### config.mk
export PLATFORM = sky130hd
export DESIGN_NAME = fetch_stage
export DESIGN_NICKNAME = d
export VERILOG_FILES = /design/src/rtl/fetch_stage.sv
export SDC_FILE = /design/constraint.sdc
export NUM_CORES = 1
export LEC_CHECK = 0
export BUFFER_PORTS_ARGS = -buffer_cell sky130_fd_sc_hd__buf_2
export CORE_MARGIN = 2
export CORE_UTILIZATION = 30
export DETAILED_ROUTE_END_ITERATION = 10
export PLACE_DENSITY = 0.45
export REMOVE_ABC_BUFFERS = 1
export SYNTH_ARGS = -nofsm -noshare
export SYNTH_HDL_FRONTEND = slang
export SYNTH_SLANG_ARGS = --single-unit
### constraint.sdc
create_clock -name clk_i -period 8.5 [get_ports clk_i]
set_input_delay 0 -clock clk_i [delete_from_list [all_inputs] [get_ports clk_i]]
set_output_delay 0 -clock clk_i [all_outputs]
set_load 0.01 [all_outputs]
### src/rtl/fetch_stage.sv
// fetch_stage: instruction fetch with PC generation, imem req/ready handshake, stall skid buffer and IF/ID register
//   clk_i/reset_i          : clock, async active-high reset
//   imem_req_o/addr_o      : fetch request and word-aligned address (fetch_pc)
//   imem_ready_i/rdata_i   : memory accept, data valid the same cycle
//   stall_i                : hazard hold of IF/ID
//   redirect_i/redirect_pc_i : EX-stage branch/jump flush and target
//   instruction_o/pc_o/pc_plus4_o/valid_o : IF/ID register toward decode
module fetch_stage #(
  parameter logic [31:0] RESET_PC  = 32'h0000_0000,
  parameter logic [31:0] NOP_INSTR = 32'h0000_0013
) (
  input  logic        clk_i,
  input  logic        reset_i,
  output logic        imem_req_o,
  output logic [31:0] imem_addr_o,
  input  logic        imem_ready_i,
  input  logic [31:0] imem_rdata_i,
  input  logic        stall_i,
  input  logic        redirect_i,
  input  logic [31:0] redirect_pc_i,
  output logic [31:0] instruction_o,
  output logic [31:0] pc_o,
  output logic [31:0] pc_plus4_o,
  output logic        valid_o
);
  localparam logic [1:0] BOOT    = 2'd0;
  localparam logic [1:0] FETCH   = 2'd1;
  localparam logic [1:0] HOLD    = 2'd2;
  localparam logic [1:0] DISCARD = 2'd3;
  logic [1:0]  state;
  logic [31:0] fetch_pc;
  logic [31:0] pending_pc;
  logic [31:0] skid_instr;
  logic [31:0] skid_pc;
  logic [31:0] target;
  assign target      = redirect_pc_i & ~32'h3;
  assign imem_req_o  = (state == FETCH) || (state == DISCARD);
  assign imem_addr_o = fetch_pc;
  assign pc_plus4_o  = pc_o + 32'd4;
  always_ff @(posedge clk_i or posedge reset_i) begin
    if (reset_i) begin
      state         <= BOOT;
      fetch_pc      <= RESET_PC;
      pending_pc    <= RESET_PC;
      skid_instr    <= NOP_INSTR;
      skid_pc       <= RESET_PC;
      instruction_o <= NOP_INSTR;
      pc_o          <= RESET_PC;
      valid_o       <= 1'b0;
    end else if (redirect_i) begin
      instruction_o <= NOP_INSTR;
      valid_o       <= 1'b0;
      skid_instr    <= NOP_INSTR;
      // an unanswered request must still complete before the new target can be issued
      if (imem_req_o && !imem_ready_i) begin
        pending_pc <= target;
        state      <= DISCARD;
      end else begin
        fetch_pc <= target;
        state    <= FETCH;
      end
    end else begin
      case (state)
        BOOT: state <= FETCH;
        FETCH: begin
          if (imem_ready_i) begin
            fetch_pc <= fetch_pc + 32'd4;
            if (stall_i) begin
              skid_instr <= imem_rdata_i;
              skid_pc    <= fetch_pc;
              state      <= HOLD;
            end else begin
              instruction_o <= imem_rdata_i;
              pc_o          <= fetch_pc;
              valid_o       <= 1'b1;
            end
          end else if (!stall_i) begin
            instruction_o <= NOP_INSTR;
            valid_o       <= 1'b0;
          end
        end
        HOLD: begin
          if (!stall_i) begin
            instruction_o <= skid_instr;
            pc_o          <= skid_pc;
            valid_o       <= 1'b1;
            state         <= FETCH;
          end
        end
        default: begin
          if (imem_ready_i) begin
            fetch_pc <= pending_pc;
            state    <= FETCH;
          end
          if (!stall_i) begin
            instruction_o <= NOP_INSTR;
            valid_o       <= 1'b0;
          end
        end
      endcase
    end
  end
endmodule

==> summary.md <==
| Metric | Value |
|---|---|
| TritonRoute pass-1 iters | `5` |
| FMAX | `339.7 MHz` |
| Cell Rows | `64` |
| Initial antenna violation count | `1` |
| RR Startpoint | `state[1]` |
| CP required | `8780 ps` |
| CTS max path bufs | `2` |
| RePlAce Congestion | `0.7539` |
| Critical path cell sequence | `inv_1 -> ha_1 -> buf_4 -> nor2_1 -> a21o_1 -> o21ai_0 -> o21ai_0 -> a311oi_1` |
| Synthesized cell area | `9348 um^2` |
| VDD IR max | `0.0001357 V` |
| HPWL Detailed | `18290 um` |
| Share of cells above drive strength 1 | `24.42%` |
| Leak Pwr | `5.416 nW` |
| Worst Path Class, Setup | `register to register` |
| Post-synthesis sequential area ratio | `50.14%` |
| Cts bufs inserted | `17` |
| Critical Path Slowest Stage Cell | `a21o_1` |
| Delay of the slowest critical-path stage | `810 ps` |
| Number of synthesized flops with an enable pin | `0` |
| Port buffer count | `190` |
| Post-synth top area share | `48.45%` |
| Met3 Resource Use GR | `3.112%` |
| CTS resizes | `0` |
| Post-DRT Antenna Nets | `0` |
| Yosys warning total | `0` |
| Post-synth ARST share | `100.0%` |
| Yosys reg bits | `187` |
| DR WL/cell | `18.58 um` |
| Setup Buffers After CTS | `0` |
| Clock sinks | `187` |
| Total Routing Usage GR | `17.98%` |
| Worst hold path type | `input port to async pin` |
| Final period util | `34.63%` |
| Remaining DRCs | `0` |
| Via count | `7913` |
| Core region area | `30670 um^2` |
| Tmin final | `2944 ps` |
| Worst Setup SP | `state[1]` |
| Vias in the first global route | `7866` |
| Hold Vio Cnt, Final | `0` |
| Met1 GRT Util | `26.41%` |
| Area delta synth->final | `26.88%` |
| Fillers | `3115` |
| Post-Syn Area per Cell | `9.944 um^2` |
| Die H | `180.5 um` |
| Max Slew Vio Count | `0` |
| Most common cell after layout, fill and taps aside | `buf_2` |
| Synthesized instance count | `940` |
| Post-DP Area | `10620 um^2` |
| Setup TNS | `0 ps` |
| Max_cap viols | `0` |
| Setup Skew | `12.89 ps` |
| Via/cell ratio | `5.063` |
| Cell depth of the worst setup path | `8` |
| Clock latency on the worst-skew pair | `430 ps` |
| Total length of routed wires | `29040 um` |
| Commonest non-fill, non-tap cells in the layout | `buf_2 (190), dfrtp_1 (181), nand2_1 (153), o21ai_0 (78), dlygate4sd3_1 (65)` |
| Met2 Use GR | `27.65%` |
| H-tree depth | `4` |
| Crit. End Element | `register` |
| Worst Path Max Fanout | `45` |
| CTS tree | `done` |
| Top cell family by delay on the critical path | `compound AO/OA/AOI/OAI gates` |
| Unrepaired setup endpoints after global routing | `no` |
| Inserted Diodes | `0` |
| Cts-stage hold buffer count | `65` |
| Top_reg_cell synth | `dfrtp_1` |
| R2r endpoint | `imem_addr_o[16]` |
| Max-slew headroom | `35.26%` |
| Worst EP arrival | `3220 ps` |
| Crit start category | `register` |
| Yosys cell types | `63` |
| Pwr dens | `267.9 nW/um^2` |
| Largest net degree at the start of global routing | `124` |
| Initial DRC Count | `499` |
| Final setup fails | `0` |
| Die W | `180.5 um` |
| Worst-Margin Slew | `971.1 ps` |
| Top Ports | `199` |
| Critical path endpoint | `imem_addr_o[16]` |
| Biggest area consumer among synthesized cells | `dfrtp_1` |
| Initial Util | `30.48%` |
| Status | `completed` |
| Clk pin slew, worst setup/hold paths | `70 ps` |
| Grt peak-use layer | `met2` |
| Post-route cell area | `11860 um^2` |
| GRT overflow | `0` |
| Buf/Inv on CP | `2` |
| Die area | `32590 um^2` |
| First-pass GRT wire length | `46330 um` |
| NumNets Final | `1231` |
| Area contributors post-synth | `dfrtp_1 (48%), nand2_1 (6.2%), o21ai_0 (4.2%), mux2i_1 (3.6%), mux2_2 (3.6%)` |
| Worst reg-to-reg setup slack | `5560 ps` |
| Cell repeated most along the worst path | `o21ai_0` |
| Clock Tree Root | `clkbuf_16` |
| Worst R2R Path Depth | `8` |
## layer usage
metal / vias up / wire [um]
met2: 145 / 13130
met1: 3939 / 14770
met5: - / 11
li1: 3810 / -
met4: 2 / 225
met3: 17 / 901
## worst min-delay path by stage
stage | cells past startpoint | end | slack (ps) | startpoint
CTS | 4 | imem_addr_o[14] | 260 | redirect_i
global route | 3 | valid_o | 290 | redirect_i
floorplan | 1 | valid_o | 70 | redirect_i
finish | 3 | pc_o[25] | 270 | reset_i
detailed placement | 2 | skid_instr[21] | 250 | imem_rdata_i[21]
global placement | 2 | skid_instr[19] | 240 | imem_rdata_i[19]
## layout make-up
type | instances | area (um^2) | area share [%]
flip-flops and latches | 187 | 4687 | 39.52
multi-input cells | 666 | 4320 | 36.43
repair buffers | 269 | 1707 | 14.39
well taps | 396 | 495.5 | 4.178
clock buffers | 21 | 470.5 | 3.967
clock inverters | 9 | 116.4 | 0.9811
inverters | 15 | 63.81 | 0.5380
## sequential cells by signal, summed over array words and instances, names as in the netlist
register       cells
imem_addr_o       30
instruction_o     32
pc_o              30
pending_pc        30
skid_instr        32
skid_pc           30
state              2
valid_o            1
## kinds of logic (layout without fill, tap and decap cells)
group | after synthesis | count (layout) | share of synthesized area [%]
AO/OA/AOI/OAI | 250 | 250 | 18.39
other | 1 | 6 | 0.04012
adder cells (fa/ha/maj) | 6 | 6 | 0.8031
multiplexers | 64 | 64 | 7.255
buffers and inverters | 92 | 314 | 4.096
flip-flops | 187 | 187 | 50.14
XOR/XNOR | 39 | 39 | 3.654
AND/OR/NAND/NOR | 301 | 301 | 15.62
## per-stage QoR
stage               power, W  hold slack [ps]  utilization, %  std cells  worst slack, ps
floorplan           0.001915            66.76               -        868             3425
finish              0.003178            269.5           38.67       1563             5556
CTS                 0.003209            256.8           38.67       1563             5556
global route        0.003395            287.2           38.67       1563             5171
global placement    0.002346            238.5           34.64       1468             5573
detailed placement  0.002363            245.4           34.64       1468             5588
## where the power goes
| group | switching, W | internal (W) | leakage, nW |
|---|---|---|---|
| combinational | 0.000510 | 0.000417 | 2.76 |
| clock | 0.000362 | 0.000456 | 0.273 |
| sequential | 0.000304 | 0.00113 | 2.38 |
## tightest hold or removal path: cells and delay by family
family / cells / cell delay, ps
buffers and inverters: 3 / 1250
## cell usage after synthesis, types with 2 or more instances
cell       count
o211ai_1       3
buf_2          6
or4_1          4
mux2_2        30
nand2_1      154
a221oi_1       2
a211o_1        6
and3_1        21
and4_1         6
inv_1         15
o21ai_0       78
nand3_1       22
a21o_1         3
o22a_1         6
nand2b_1       4
nor2b_1        4
nor2_1        37
and2_1         5
or3_1          3
nor4_1         6
a22oi_1       32
nor3b_1        3
nand4_1       14
a21oi_1       30
ha_1           6
a211oi_1       7
buf_4          6
nor3_1         8
a22o_1        29
a31oi_1        4
nand4_2        2
mux2i_1       34
a32o_1         3
o22ai_1        2
o2bb2ai_1     32
dfstp_2        6
buf_1         13
xnor2_1       25
clkbuf_1      51
dfrtp_1      181
xor2_1        14
nor4_2         2
No activity file was read; power rests on OpenSTA's default activity.
